[config.mk]
export PLATFORM = sky130hd
export DESIGN_NAME = instruction_fetch
export DESIGN_NICKNAME = d
export VERILOG_FILES = /design/src/rtl/instruction_fetch.sv
export SDC_FILE = /design/constraint.sdc
export NUM_CORES = 1
export LEC_CHECK = 0
export CORE_UTILIZATION = 44
export CTS_CLUSTER_SIZE = 24
export DETAILED_ROUTE_END_ITERATION = 7
export HOLD_SLACK_MARGIN = 0.08
export PLACE_DENSITY = 0.82
export RECOVER_POWER = 100
export SYNTH_ARGS = -nofsm -noshare
export SYNTH_HDL_FRONTEND = slang
export SYNTH_SLANG_ARGS = --single-unit
[constraint.sdc]
create_clock -name clk -period 7.05 [get_ports clk]
set_input_delay 1.41 -clock clk [delete_from_list [all_inputs] [get_ports clk]]
set_output_delay 1.41 -clock clk [all_outputs]
set_load 0.05 [all_outputs]
[src/rtl/instruction_fetch.sv]
// Fetch stage: owns the PC, issues one instruction-memory request at a time
// and hands each fetched word (with its PC) to decode over valid/ready.
//
// Ports:
//   clk, reset          clock; asynchronous active-high reset
//   imem_req/addr       fetch request and its address (always the current pc)
//   imem_ready          memory accepts the request this cycle
//   imem_rvalid/rdata   response for the accepted request
//   instr_valid/instr   fetched word offered to decode
//   instr_pc            PC of the offered word
//   instr_ready         decode takes the offered word
//   redirect_valid/pc   taken branch/jump; kills younger fetches
//   misalign_err        one-cycle flag after a redirect with pc[1:0] != 0
module instruction_fetch #(
  parameter logic [63:0] RESET_PC = 64'h0
) (
  input  logic        clk,
  input  logic        reset,
  output logic        imem_req,
  output logic [63:0] imem_addr,
  input  logic        imem_ready,
  input  logic        imem_rvalid,
  input  logic [31:0] imem_rdata,
  output logic        instr_valid,
  output logic [31:0] instr,
  output logic [63:0] instr_pc,
  input  logic        instr_ready,
  input  logic        redirect_valid,
  input  logic [63:0] redirect_pc,
  output logic        misalign_err
);

  localparam logic [1:0] IDLE = 2'd0;
  localparam logic [1:0] REQ  = 2'd1;
  localparam logic [1:0] WAIT = 2'd2;
  localparam logic [1:0] HOLD = 2'd3;

  logic [1:0]  state;
  logic [1:0]  state_n;
  logic [63:0] pc;
  logic [63:0] pc_n;
  logic [63:0] req_pc;
  logic [63:0] req_pc_n;
  logic        drop;
  logic        drop_n;
  logic [31:0] instr_n;
  logic [63:0] instr_pc_n;
  logic [63:0] target;

  assign target      = {redirect_pc[63:2], 2'b00};
  assign imem_req    = (state == REQ);
  assign imem_addr   = pc;
  // A redirect in HOLD kills the held word in the same cycle.
  assign instr_valid = (state == HOLD) && !redirect_valid;

  always_comb begin
    state_n    = state;
    pc_n       = pc;
    req_pc_n   = req_pc;
    drop_n     = drop;
    instr_n    = instr;
    instr_pc_n = instr_pc;
    unique case (state)
      IDLE: state_n = REQ;
      REQ: begin
        if (imem_ready) begin
          req_pc_n = pc;
          state_n  = WAIT;
          // Request already left for the old path; swallow its reply.
          if (redirect_valid) drop_n = 1'b1;
        end
      end
      WAIT: begin
        if (imem_rvalid) begin
          drop_n = 1'b0;
          if (drop || redirect_valid) begin
            state_n = REQ;
          end else begin
            instr_n    = imem_rdata;
            instr_pc_n = req_pc;
            pc_n       = req_pc + 64'd4;
            state_n    = HOLD;
          end
        end else if (redirect_valid) begin
          drop_n = 1'b1;
        end
      end
      HOLD: begin
        if (redirect_valid || instr_ready) state_n = REQ;
      end
      default: state_n = IDLE;
    endcase
    if (redirect_valid) pc_n = target;
  end

  always_ff @(posedge clk or posedge reset) begin
    if (reset) begin
      state        <= IDLE;
      pc           <= RESET_PC;
      req_pc       <= RESET_PC;
      drop         <= 1'b0;
      instr        <= 32'h0;
      instr_pc     <= RESET_PC;
      misalign_err <= 1'b0;
    end else begin
      state        <= state_n;
      pc           <= pc_n;
      req_pc       <= req_pc_n;
      drop         <= drop_n;
      instr        <= instr_n;
      instr_pc     <= instr_pc_n;
      misalign_err <= redirect_valid && (redirect_pc[1:0] != 2'b00);
    end
  end

endmodule
; Word-level counts from Yosys, hierarchy flattened
; Cells that the tools add are included.
[word_totals]
reg_bits = 228
latchBits = 0
ramBits = 0
romBits = 0
inputBits = 102
out_inout_bits = 163
word_cells = 44
n_memories = 0
[classes]
n_addsub = 1
multipliers = 0
n_div = 0
n_lt_le_gt_ge = 0
eq_ne = 7
shifts = 0
mux = 13
bitwise = 1
n_reduce_logical = 15
[op_table]
columns = cell, n
row1 = two-way mux 64 bit, 4
row2 = "adder 64 x 3 -> 64 bit, second input constant", 1
row3 = AND reduction 3 bit, 3
row4 = two-way mux 2 bit, 4
row5 = case mux 2 bit (4 select lines), 1
row6 = nonzero test 2 bit, 4
row7 = "equality test 2 bit, second input constant", 2
row8 = "!= test 2 x 1 -> 1 bit, second input constant", 2
row9 = "!= test 2 bit, second input constant", 2
row10 = AND reduction 2 bit, 2
row11 = two-way mux 1 bit, 3
row12 = "equality test 2 x 1 -> 1 bit, second input constant", 1
row13 = logical AND 1 bit, 2
row14 = logical NOT 2 bit, 1
row15 = logical OR 1 bit, 2
row16 = case mux 1 bit (2 select lines), 1
row17 = logical NOT 1 bit, 1
row18 = inverter 1 bit, 1

; Longest topological paths before layout
[depth]
depth_word = 5
depth_mapped = 10
ltp_nobuf = 8

; Worst setup path before layout
; OpenSTA, ideal clock, no wires.
[synth_timing]
path_type = input to output
start = in redirect_valid
end = out instr_valid
arrival_ns = 2.130
required_time_ns = 5.640
path_slack_ns = 3.510
cell_stages = 1
n_path_buf = 0
cell_sequence = nor2b_1
[synth_via]
elab_chain_cells = 2
[synth_lines]
columns = item, line_no
row1 = "start, declared", 28  ; input logic redirect_valid,
row2 = logical NOT 1 bit, 54  ; assign instr_valid = (state == HOLD) && !redirect_valid;
row3 = logical AND 1 bit, 54
row4 = "end, declared", 24  ; output logic instr_valid,
; Every way passes these cells.

; Worst setup path after layout
[layout_timing]
start = in imem_rvalid
end = reg pc[27], in the netlist imem_addr[27]
[layout_via]
elab_chain_cells = 2
[layout_lines]
columns = item, line_no
row1 = "start, declared", 22  ; input logic imem_rvalid,
row2 = nonzero test 2 bit (no line), -
row3 = AND reduction 3 bit (no line), -
row4 = "end signal, assigned", 107  ; pc <= pc_n;
row5 = "end, declared", 40  ; logic [63:0] pc;
; Every way passes these cells.
; A chain may end at the register's enable or synchronous reset.

==> flow_metrics.env <==
export IMPL_path_buf_inv=2
export IMPL_core_area_mm2=0.0227
export IMPL_synth_most_common_cell="nand2_1"
export IMPL_dr_pass1_iters=5
export IMPL_cp_start_kind="input port"
export IMPL_fin_ws_ns=1.96
export IMPL_syn_nets=1179
export IMPL_netlist_area_mm2=0.0102
export IMPL_synth_top_area_frac=0.557
export IMPL_holdWs_ns=0.464
export IMPL_cts_root_buf="clkbuf_16"
export IMPL_layout_drive_gt1_share=0.0925
export IMPL_worstSetupEndpointType="register"
export IMPL_dr_first_iter_drc_count=433
export IMPL_fillCellCount=1881
export IMPL_gp_congestion=0.784
export IMPL_cts_tree="yes"
export IMPL_cts_max_level=1
export IMPL_finalCritPeriodShare=0.721
export IMPL_status="finished, violations left"
export IMPL_fmax_mhz=197
export IMPL_ys_types=38
export IMPL_ys_async_sr_fraction=1.00
export IMPL_nets=1420
export IMPL_io_pins=265
export IMPL_p_per_area_mw_per_mm2=421
export IMPL_clkPwrFrac=0.234
export IMPL_met1Wirelength_um=12300
export IMPL_report_final_slew_viol_count=309
export IMPL_vias_per_cell=5.32
export IMPL_die_h_um=155
export IMPL_die_w_um=155
export IMPL_dpl_cell_area_mm2=0.0131
export IMPL_drv_cap=5
export IMPL_crit_chain="dlygate4sd3_1 -> nand2_1 -> or3_1 -> buf_4 -> o221ai_1"
export IMPL_required_ns=7.32
export IMPL_antenna_found_initial=0
export IMPL_synth_seq_area_share=0.557
export IMPL_clock_sinks=228
export IMPL_yosys_top_cells_area="dfrtp_1 (56%), nand2_1 (14%), mux2_2 (7.0%)"
export IMPL_p_sw_uw=2440
export IMPL_grt_pass1_wl_um=45700
export IMPL_numCtsBuffers=25
export IMPL_rrSetupSlack_ns=2.73
export IMPL_syn_area_per_cell_um2=9.55
export IMPL_dr_wl_met3_um=1870
export IMPL_grt_max_degree=138
export IMPL_ctsResizeCount=0
export IMPL_rsz0062_at_grt="no"
export IMPL_hold_path_class="register to register"
export IMPL_p_int_uw=3430
export IMPL_drc=0
export IMPL_final_hold_viol_count=0
export IMPL_rows=55
export IMPL_synth_common_cells="nand2_1 (369), dfrtp_1 (228), mux2_2 (64), nor2_1 (63), clkbuf_1 (49)"
export IMPL_tightest_slew_ns=3.19
export IMPL_synth_ff_type="dfrtp_1"
export IMPL_syn2layout_area_growth_pct=36.3
export IMPL_io_buffers=264
export IMPL_wl_um=28500
export IMPL_clkLatencyLatePin_ns=0.51
export IMPL_power_frac_seq=0.372
export IMPL_cts_setup_buffers=0
export IMPL_routed_top_layer="met4"
export IMPL_dieArea_mm2=0.0239
export IMPL_power_uw=5870
export IMPL_slew_headroom=-1.13
export IMPL_cellLeakagePower_uw=0.00655
export IMPL_sw_frac_of_total=0.416
export IMPL_period_minus_slack_ns=5.09
export IMPL_via_count=8594
export IMPL_wl_per_cell_um=17.6
export IMPL_pre_cts_ws_ns=2.82
export IMPL_clkTransAtPathRegs_ns=0.06
export IMPL_hold_buffers=0
export IMPL_critPathSlowestCell="or3_1"
export IMPL_max_stage_delay_ns=2.31
export IMPL_vdd_ir_drop_max_uv=253
export IMPL_ys_ff_latch=228
export IMPL_violations="max-capacitance violations, max-slew violations"
export IMPL_wl_met2_um=13600
export IMPL_worst_ep_arrival_time_ns=5.35
export IMPL_yosys_warnings=0
export IMPL_skew_ns=0.0101
export IMPL_crit_family="simple AND/OR/NAND/NOR gates"
export IMPL_synth_edf_count=0
export IMPL_antenna_cells=0
export IMPL_cts_path_max_buffers=3
export IMPL_yosysTopAreaCell="dfrtp_1"
export IMPL_design_area_mm2=0.0140
export IMPL_critical_path_class="input port to register"
export IMPL_start_util=0.451
export IMPL_p_comb_frac=0.394
export IMPL_ant_nets=0
export IMPL_setup_tns_ns=0
export IMPL_track_usage=0.240
export IMPL_grt_ovfl_total=0
export IMPL_dpl_hpwl_um=18500
export IMPL_grt_pass1_vias=8658
export IMPL_finalSetupViolCount=0
export IMPL_cp_max_fo=88
export IMPL_syn_inst=1072
[flip-flops by register name (all words and copies together) (netlist names)]
name,cells
imem_addr,64
instr_pc,64
req_pc,64
instr,32
state,2
drop,1
misalign_err,1
[layout by cell type, fill, tap and decap left out, types with 2 or more instances in the layout]
cell type,synthesis,final
a21oi_1,35,35
and3_1,6,6
buf_4,0,6
bufinv_16,0,4
clkbuf_1,49,5
clkbuf_16,0,25
clkbuf_8,0,5
clkdlybuf4s50_1,0,97
clkinv_2,0,4
clkinv_4,0,2
dfrtp_1,228,228
dlygate4sd3_1,0,166
ha_1,5,5
inv_1,13,12
mux2_2,64,64
mux2i_1,11,11
nand2_1,369,369
nand3_1,27,27
nand4_1,15,15
nand4_2,3,3
nor2_1,63,62
nor2b_1,3,3
nor3_1,11,11
nor3b_1,8,8
nor4_1,4,4
nor4_2,2,2
o21a_1,2,2
o21ai_0,47,51
o221ai_1,16,16
o31ai_1,6,6
or3_1,5,5
xnor2_1,47,47
xor2_1,10,10
[kinds of logic after synthesis]
kind of cell / Yosys count / synth area share
buffers and inverters: 71 / 0.0268
AOI/OAI and AO/OA: 115 / 0.0649
DFF: 228 / 0.557
muxes: 75 / 0.0812
adders and majority gates: 5 / 0.00611
and+or+nand+nor: 521 / 0.215
xor gates and xnor gates: 57 / 0.0488
[final cells by class]
type,instances,area [um2],share of cell area
multi-input cells,773,4270,0.306
clock inverters,11,165,0.0118
well taps,285,357,0.0256
flip-flops and latches,228,5710,0.409
inverters,13,50.0,0.00359
clock buffers,33,706,0.0506
repair buffers,272,2710,0.194
[through the flow]
step	instances	utilization
6_report	1615	0.614
5_1_grt	1615	0.614
4_1_cts	1615	0.616
3_5_place_dp	1571	0.577
3_3_place_gp	1571	0.577
2_1_floorplan	1072	-
[tightest hold or removal path, stage by stage (launching register included)]
cell and delay, ns:
dfrtp_1 0.33, nand2_1 0.05, nand2_1 0.05
[layer usage]
metal | vias up | global-route usage
li1 | 4040 | -
met1 | 4219 | 0.315
met2 | 287 | 0.405
met3 | 48 | 0.0482
met4 | 0 | 0.0655
met5 | - | 0
[worst paths after layout]
path	startpoint	endpoint	cells past startpoint
max	imem_rvalid	imem_addr[27]$_DFFE_PP0P_	5
max reg2reg	state[0]$_DFFE_PP0P_	imem_addr[27]$_DFFE_PP0P_	6
min reg2reg	instr[2]$_DFFE_PP0P_	instr[2]$_DFFE_PP0P_	2
min in group asynchronous	reset	req_pc[16]$_DFFE_PP0P_	2
max in group asynchronous	reset	instr_pc[52]$_DFFE_PP0P_	3
min	instr[2]$_DFFE_PP0P_	instr[2]$_DFFE_PP0P_	2
[power by group through the flow]
stage	clock (uW)	combinational (uW)	sequential [uW]
4_1_cts	1400	2410	2190
3_3_place_gp	0	2360	2190
3_5_place_dp	0	2390	2210
5_1_grt	1460	2460	2250
2_1_floorplan	0	753	3000
6_report	1370	2310	2180
(Power assumes the default switching activity.)
